===== src/rtl/mem_burst_loader_if.sv =====
// Load-channel and memory-bus signal bundle between the TB driver, the burst loader and the memory model.
// Latency: none, wires only.
// Backpressure: valid/ready on the load channel and on the request channel; the response channel carries rsp_ready.
//
// Ports (via modports):
//   master: the loader. Consumes load_valid/cacheline, drives load_ready, masters req_*, accepts rsp_*.
//   slave : the environment. Drives the load channel, accepts requests, returns responses.
interface mem_burst_loader_if #(
    parameter int LINE_WIDTH = 512,
    parameter int ADDR_WIDTH = 26,
    parameter int TAG_WIDTH  = 8
);
    typedef struct packed {
        logic                  rw;
        logic [ADDR_WIDTH-1:0] addr;
        logic [TAG_WIDTH-1:0]  tag;
        logic [LINE_WIDTH-1:0] data;
    } req_data_t;

    typedef struct packed {
        logic [LINE_WIDTH-1:0] data;
        logic [TAG_WIDTH-1:0]  tag;
    } rsp_data_t;

    // load channel (driver -> loader)
    logic                  load_valid;
    logic [LINE_WIDTH-1:0] cacheline;
    logic                  load_ready;

    // memory bus (loader -> memory)
    logic                  req_valid;
    req_data_t             req_data;
    logic                  req_ready;
    logic                  rsp_valid;
    rsp_data_t             rsp_data;
    logic                  rsp_ready;

    modport master (
        input  load_valid, cacheline,
        output load_ready,
        output req_valid, req_data,
        input  req_ready,
        input  rsp_valid, rsp_data,
        output rsp_ready
    );

    modport slave (
        output load_valid, cacheline,
        input  load_ready,
        input  req_valid, req_data,
        output req_ready,
        output rsp_valid, rsp_data,
        input  rsp_ready
    );
endinterface


===== src/rtl/mem_burst_loader.sv =====
// Writes line_count cachelines from the load channel to base_addr.., then optionally reads them back and compares XOR checksums.
// Latency: writes are combinational pass-throughs (0 cycles); done rises the cycle after the last write (no verify) or the last read response.
// Backpressure: load_ready follows req_ready while writing; read issue stalls at MAX_OUTSTANDING in flight; responses always accepted.
//
// Ports: clk, reset_n (async, active-low); start/base_addr/line_count sampled in IDLE or DONE;
//        busy/done/pass status; mem_if.master carries the load channel and the memory bus.
module mem_burst_loader #(
    parameter int LINE_WIDTH      = 512,
    parameter int ADDR_WIDTH      = 26,   // 32-bit byte address, 64-byte lines
    parameter int TAG_WIDTH       = 8,
    parameter int COUNT_WIDTH     = 16,
    parameter int MAX_OUTSTANDING = 4,
    parameter bit VERIFY_EN       = 1'b1
) (
    input  logic                   clk,
    input  logic                   reset_n,
    input  logic                   start,
    input  logic [ADDR_WIDTH-1:0]  base_addr,
    input  logic [COUNT_WIDTH-1:0] line_count,
    output logic                   busy,
    output logic                   done,
    output logic                   pass,
    mem_burst_loader_if.master     mem_if
);
    localparam int OW = $clog2(MAX_OUTSTANDING) + 1;
    localparam logic [COUNT_WIDTH-1:0] ONE     = COUNT_WIDTH'(1);
    localparam logic [COUNT_WIDTH-1:0] MO_CNT  = COUNT_WIDTH'(MAX_OUTSTANDING);
    localparam logic [OW-1:0]          MO_OUT  = OW'(MAX_OUTSTANDING);

    typedef enum logic [2:0] {IDLE, WRITE, RDISSUE, RDDRAIN, DONE} state_t;

    state_t                  state_q, state_d;
    logic [ADDR_WIDTH-1:0]   base_q;
    logic [COUNT_WIDTH-1:0]  count_q, wr_idx_q, rd_idx_q, rsp_cnt_q;
    logic [OW-1:0]           outst_q;
    logic [LINE_WIDTH-1:0]   wsum_q, rsum_q, rsum_nxt;
    logic                    pass_q, pass_d;
    logic                    start_acc, wr_fire, rd_fire, rsp_fire;

    always_comb begin
        state_d            = state_q;
        pass_d             = pass_q;
        start_acc          = 1'b0;
        wr_fire            = 1'b0;
        rd_fire            = 1'b0;
        rsp_fire           = 1'b0;
        rsum_nxt           = rsum_q ^ mem_if.rsp_data.data;
        mem_if.load_ready  = 1'b0;
        mem_if.req_valid   = 1'b0;
        mem_if.req_data    = '0;
        mem_if.rsp_ready   = 1'b0;

        unique case (state_q)
            IDLE, DONE: begin
                if (start) begin
                    start_acc = 1'b1;
                    if (line_count == '0) begin
                        state_d = DONE;
                        pass_d  = 1'b1;
                    end else begin
                        state_d = WRITE;
                        pass_d  = 1'b0;
                    end
                end
            end
            WRITE: begin
                // Straight pass-through: no buffering between driver and bus.
                mem_if.req_valid     = mem_if.load_valid;
                mem_if.load_ready    = mem_if.req_ready;
                mem_if.rsp_ready     = 1'b1;   // writes have no response; drop strays
                mem_if.req_data.rw   = 1'b1;
                mem_if.req_data.addr = base_q + ADDR_WIDTH'(wr_idx_q);
                mem_if.req_data.tag  = TAG_WIDTH'(wr_idx_q);
                mem_if.req_data.data = mem_if.cacheline;
                wr_fire = mem_if.load_valid && mem_if.req_ready;
                if (wr_fire && (wr_idx_q == count_q - ONE)) begin
                    if (VERIFY_EN) begin
                        state_d = RDISSUE;
                    end else begin
                        state_d = DONE;
                        pass_d  = 1'b1;
                    end
                end
            end
            RDISSUE, RDDRAIN: begin
                mem_if.rsp_ready = 1'b1;
                rsp_fire         = mem_if.rsp_valid;
                if (state_q == RDISSUE) begin
                    mem_if.req_valid     = (rd_idx_q < count_q) && (outst_q < MO_OUT);
                    mem_if.req_data.addr = base_q + ADDR_WIDTH'(rd_idx_q);
                    mem_if.req_data.tag  = TAG_WIDTH'(rd_idx_q % MO_CNT);
                    rd_fire = mem_if.req_valid && mem_if.req_ready;
                    if (rd_fire && (rd_idx_q + ONE == count_q)) begin
                        state_d = RDDRAIN;
                    end
                end
                // Every issued read is answered, so the last response implies all reads were issued.
                if (rsp_fire && (rsp_cnt_q + ONE == count_q)) begin
                    state_d = DONE;
                    pass_d  = (rsum_nxt == wsum_q);
                end
            end
            default: state_d = IDLE;
        endcase
    end

    always_ff @(posedge clk or negedge reset_n) begin
        if (!reset_n) begin
            state_q   <= IDLE;
            pass_q    <= 1'b0;
            base_q    <= '0;
            count_q   <= '0;
            wr_idx_q  <= '0;
            rd_idx_q  <= '0;
            rsp_cnt_q <= '0;
            outst_q   <= '0;
            wsum_q    <= '0;
            rsum_q    <= '0;
        end else begin
            state_q <= state_d;
            pass_q  <= pass_d;
            if (start_acc) begin
                base_q    <= base_addr;
                count_q   <= line_count;
                wr_idx_q  <= '0;
                rd_idx_q  <= '0;
                rsp_cnt_q <= '0;
                outst_q   <= '0;
                wsum_q    <= '0;
                rsum_q    <= '0;
            end else begin
                if (wr_fire) begin
                    wr_idx_q <= wr_idx_q + ONE;
                    wsum_q   <= wsum_q ^ mem_if.cacheline;
                end
                if (rd_fire) begin
                    rd_idx_q <= rd_idx_q + ONE;
                end
                if (rsp_fire) begin
                    rsp_cnt_q <= rsp_cnt_q + ONE;
                    rsum_q    <= rsum_nxt;
                end
                // Issue and response in the same cycle cancel out.
                unique case ({rd_fire, rsp_fire})
                    2'b10:   outst_q <= outst_q + OW'(1);
                    2'b01:   outst_q <= outst_q - OW'(1);
                    default: outst_q <= outst_q;
                endcase
            end
        end
    end

    assign busy = (state_q == WRITE) || (state_q == RDISSUE) || (state_q == RDDRAIN);
    assign done = (state_q == DONE);
    assign pass = pass_q;
endmodule


===== src/flat_wrapper.sv =====
// flat-port wrapper written by rule: the top's interface ports become plain ports
module mem_burst_loader_flat 
#(
    parameter int LINE_WIDTH      = 512,
    parameter int ADDR_WIDTH      = 26,                                        
    parameter int TAG_WIDTH       = 8,
    parameter int COUNT_WIDTH     = 16,
    parameter int MAX_OUTSTANDING = 4,
    parameter bit VERIFY_EN       = 1'b1
)
  (clk, reset_n, start, base_addr, line_count, busy, done, pass, mem_if_load_valid, mem_if_cacheline, mem_if_load_ready, mem_if_req_valid, mem_if_req_data, mem_if_req_ready, mem_if_rsp_valid, mem_if_rsp_data, mem_if_rsp_ready);
  mem_burst_loader_if #(.LINE_WIDTH(LINE_WIDTH), .ADDR_WIDTH(ADDR_WIDTH), .TAG_WIDTH(TAG_WIDTH)) mem_if_i ();
  input  logic clk;
  input  logic reset_n;
  input  logic start;
  input  logic [ADDR_WIDTH-1:0] base_addr;
  input  logic [COUNT_WIDTH-1:0] line_count;
  output logic busy;
  output logic done;
  output logic pass;
  input wire logic [$bits(mem_if_i.load_valid)-1:0] mem_if_load_valid;
  input wire logic [$bits(mem_if_i.cacheline)-1:0] mem_if_cacheline;
  output wire logic [$bits(mem_if_i.load_ready)-1:0] mem_if_load_ready;
  output wire logic [$bits(mem_if_i.req_valid)-1:0] mem_if_req_valid;
  output wire logic [$bits(mem_if_i.req_data)-1:0] mem_if_req_data;
  input wire logic [$bits(mem_if_i.req_ready)-1:0] mem_if_req_ready;
  input wire logic [$bits(mem_if_i.rsp_valid)-1:0] mem_if_rsp_valid;
  input wire logic [$bits(mem_if_i.rsp_data)-1:0] mem_if_rsp_data;
  output wire logic [$bits(mem_if_i.rsp_ready)-1:0] mem_if_rsp_ready;
  assign mem_if_i.load_valid = mem_if_load_valid;
  assign mem_if_i.cacheline = mem_if_cacheline;
  assign mem_if_load_ready = mem_if_i.load_ready;
  assign mem_if_req_valid = mem_if_i.req_valid;
  assign mem_if_req_data = mem_if_i.req_data;
  assign mem_if_i.req_ready = mem_if_req_ready;
  assign mem_if_i.rsp_valid = mem_if_rsp_valid;
  assign mem_if_i.rsp_data = mem_if_rsp_data;
  assign mem_if_rsp_ready = mem_if_i.rsp_ready;
  mem_burst_loader #(.LINE_WIDTH(LINE_WIDTH), .ADDR_WIDTH(ADDR_WIDTH), .TAG_WIDTH(TAG_WIDTH), .COUNT_WIDTH(COUNT_WIDTH), .MAX_OUTSTANDING(MAX_OUTSTANDING), .VERIFY_EN(VERIFY_EN)) u_core (.clk(clk), .reset_n(reset_n), .start(start), .base_addr(base_addr), .line_count(line_count), .busy(busy), .done(done), .pass(pass), .mem_if(mem_if_i));
endmodule

===== config.mk =====
export PLATFORM = sky130hd
export DESIGN_NAME = mem_burst_loader_flat
export DESIGN_NICKNAME = d
export VERILOG_FILES = /design/src/rtl/mem_burst_loader_if.sv /design/src/rtl/mem_burst_loader.sv /design/src/flat_wrapper.sv
export SDC_FILE = /design/constraint.sdc
export NUM_CORES = 2
export LEC_CHECK = 0
export ABC_AREA = 1
export BUFFER_PORTS_ARGS = -buffer_cell sky130_fd_sc_hd__buf_2
export CORE_AREA = 2 2 637 639
export DETAILED_ROUTE_END_ITERATION = 8
export DIE_AREA = 0 0 639 641
export SYNTH_ARGS = -nofsm -noshare
export SYNTH_HDL_FRONTEND = slang
export SYNTH_SLANG_ARGS = --single-unit

===== constraint.sdc =====
create_clock -name clk -period 7.5 [get_ports clk]
set_input_delay 0.75 -clock clk [delete_from_list [all_inputs] [get_ports clk]]
set_output_delay 0.75 -clock clk [all_outputs]
set_load 0.02 [all_outputs]

==> impl_metrics.json <==
{
  "maxSlewViolCount": 0,
  "routed_wl_um": 442000,
  "via_count": 77188,
  "max_freq_mhz": 198,
  "ios": 1633,
  "die_w_um": 639,
  "place.gp.congestion": 0.985,
  "cts_tree": "yes",
  "dpl_cell_area_mm2": 0.0840,
  "synth_nets": 11395,
  "place_inst": 16812,
  "grtUsageTotal_pct": 20.7,
  "synth_cells": 10259,
  "drive_gt1_share_pct": 17.4,
  "rows": 233,
  "seq_power_share_pct": 36.5,
  "p_per_area_mw_per_mm2": 271,
  "initialDrtViolationCount": 7586,
  "die_y_um": 641,
  "internal_power_mw": 14.9,
  "drc_errors": 0,
  "post-dp-hpwl_um": 357000,
  "final_util_pct": 22.4,
  "grt_max_degree": 166,
  "synth-async-reset-ratio_pct": 100,
  "crit_type": "reg2out",
  "synth_ff_type": "dfrtp_1",
  "leakage_nw": 47.1,
  "arrival_ns": 4.30,
  "cts-root-buf": "clkbuf_16",
  "nets": 12831,
  "final-setup-viol-count": 0,
  "numCtsBuffers": 155,
  "critPathRequiredTime_ns": 6.75,
  "wl_met3_um": 43800,
  "fin_crit_ns": 5.05,
  "cts-htree-levels": 4,
  "drtPass1Iterations": 9,
  "vias_per_cell": 4.43,
  "clockBufferDepth": 4,
  "io_buffers": 1624,
  "fin_cells": 17412,
  "switching_share_pct": 39.2,
  "synth_top_cell_by_area": "dfrtp_1",
  "startpoint_type": "flop",
  "yosys_warnings": 0,
  "cp-end-kind": "output pin",
  "outcome": "completed",
  "tns_ns": 0,
  "synth-seq-area-share_pct": 39.9,
  "hp-class": "in2reg",
  "worstMarginPinSlew_ns": 1.25,
  "total_power_mw": 24.4,
  "initial_core_util_pct": 17.5,
  "final.setup_skew_ns": 0.0678,
  "routed-wl-met2_um": 197000,
  "p_comb_share_pct": 30.9,
  "synth_edf_count": 0,
  "crit_fanout": 6,
  "synth_common_cells": "nand2_1 (2537), inv_1 (1522), nor2_1 (1191)",
  "synth_area_per_cell_um2": 6.84,
  "ir_worst_vdd_mv": 0.168,
  "finalCritPeriodShare_pct": 67.3,
  "rsz0062_at_grt": "no",
  "core_area_mm2": 0.402,
  "relSlewSlack_pct": 16.9,
  "yosysMostFrequentCell": "nand2_1",
  "grt_pass1_wl_um": 586000,
  "synth_area_mm2": 0.0702,
  "syn2layout_area_growth_pct": 28.3,
  "path_clk_slew_ns": 0.06,
  "clkPwrFrac_pct": 32.6,
  "overflow": 0,
  "antenna_found_initial": 442,
  "highest_layer": "met5",
  "ys_top_cells_by_area": "dfrtp_1 (40%), nand2_1 (14%), inv_1 (8.1%), nand3_1 (7.5%), nor2_1 (6.4%)",
  "antenna_left": 0,
  "drv_cap": 0,
  "post-synth-top-area-fraction_pct": 39.9,
  "clock-sinks": 1121,
  "postLayoutCellArea_mm2": 0.0901,
  "dieArea_mm2": 0.410,
  "first_global_vias": 69256,
  "yosysUniqueCellTypes": 55,
  "worstSkewPairLatency_ns": 0.88,
  "hold_violations": 0,
  "p_sw_mw": 9.59,
  "wl_met1_um": 172000,
  "ys_ff_latch": 1121,
  "routedWlPerCell_um": 25.4
}
-- metrics by stage --
step | worst slack, ns | hold slack (ns)
finish | 2.45 | 0.0862
global route | 2.27 | 0.0466
CTS | 2.44 | 0.000457
detailed placement | 2.40 | 0.506
global placement | 2.48 | 0.499
floorplan | 4.22 | 0.454
-- what timing repair did --
| item | CTS | global route |
|---|---|---|
| resized for setup | 0 | 0 |
| hold buffers | 13 | 0 |
| setup buffers | 0 | 0 |
| hold endpoints to repair | 69 | 0 |
-- cells by family after synthesis --
kind of cell | Yosys count | synth area share [%]
fa+ha+maj | 56 | 1.03
buf+inv | 1959 | 10.8
xor+xnor | 526 | 6.59
compound gates | 1252 | 9.37
flops | 1121 | 39.9
simple gates | 5345 | 32.3
-- final timing paths --
check,startpoint,end,slack (ns),cells past startpoint
hold reg to reg,u_core.rsum_q[42]$_DFFE_PN0P_,u_core.rsum_q[42]$_DFFE_PN0P_,0.52,2
max in group asynchronous,reset_n,u_core.wsum_q[180]$_DFFE_PN0P_,5.06,4
hold / removal,base_addr[15],u_core.base_q[15]$_DFFE_PN0P_,0.09,3
setup reg to reg,u_core.count_q[3]$_DFFE_PN0P_,u_core.outst_q[2]$_DFFE_PN0P_,3.11,13
min in group asynchronous,reset_n,u_core.rd_idx_q[15]$_DFFE_PN0P_,0.42,2
setup / recovery,u_core.wr_idx_q[0]$_DFFE_PN0P_,mem_if_req_data[540],2.45,14
-- registers in the layout (all words and copies together) (netlist names) --
register	flops
u_core.base_q	26
u_core.count_q	16
u_core.outst_q	3
u_core.pass	1
u_core.rd_idx_q	16
u_core.rsp_cnt_q	16
u_core.rsum_q	512
u_core.state_q	3
u_core.wr_idx_q	16
u_core.wsum_q	512
-- placed cells by master, fill, tap and decap left out, drive strengths merged, types with 5 or more instances in the layout --
| master | count |
|---|---|
| xnor2 | 227 |
| xor2 | 298 |
| o21ai | 809 |
| nand4 | 66 |
| inv | 1542 |
| dlygate4sd3 | 13 |
| and3 | 26 |
| o22ai | 154 |
| clkinv | 31 |
| nor4 | 151 |
| diode | 311 |
| nor2 | 1209 |
| ha | 53 |
| nor3 | 209 |
| a21oi | 252 |
| nand2 | 2552 |
| nand3 | 1059 |
| clkbuf | 225 |
| a31oi | 5 |
| o21bai | 12 |
| dfrtp | 1121 |
| bufinv | 12 |
| buf | 1687 |
| or2 | 64 |
-- power by group through the flow --
stage / logic (mW) / registers (mW) / clock network [mW]
detailed placement: 7.54 / 8.98 / 0
global route: 8.57 / 9.11 / 8.40
floorplan: 5.06 / 8.55 / 0
global placement: 7.41 / 8.93 / 0
CTS: 7.59 / 8.89 / 8.18
finish: 7.55 / 8.93 / 7.97
-- per-layer routing --
metal | global-route usage (%) | up-vias
met5 | 0 | -
met2 | 32.1 | 3613
met1 | 24.6 | 36485
met4 | 12.0 | 186
li1 | - | 35731
met3 | 7.08 | 1173
-- cell type report --
type	instances	area (um^2)
diodes	311	778
multi-input cells	7179	34600
clock inverters	51	702
repair buffers	1700	8970
fillers	45125	312000
well taps	5287	6620
flip-flops and latches	1121	28100
inverters	1538	5810
clock buffers	225	4560
-- worst max-delay path, stage by stage, from the launching register on --
cell	delay (ns)
dfrtp_1	0.47
ha_1	0.28
fa_1	0.42
nand3_1	0.10
nand2_1	0.08
nand2_1	0.08
nand2_1	0.07
a21oi_1	0.32
o21ai_0	0.26
nand3_1	0.12
nand2_1	0.17
nand3_1	0.12
nand2_1	0.06
o21ai_0	0.53
buf_2	0.33
Power figures use the tool's default switching activity.
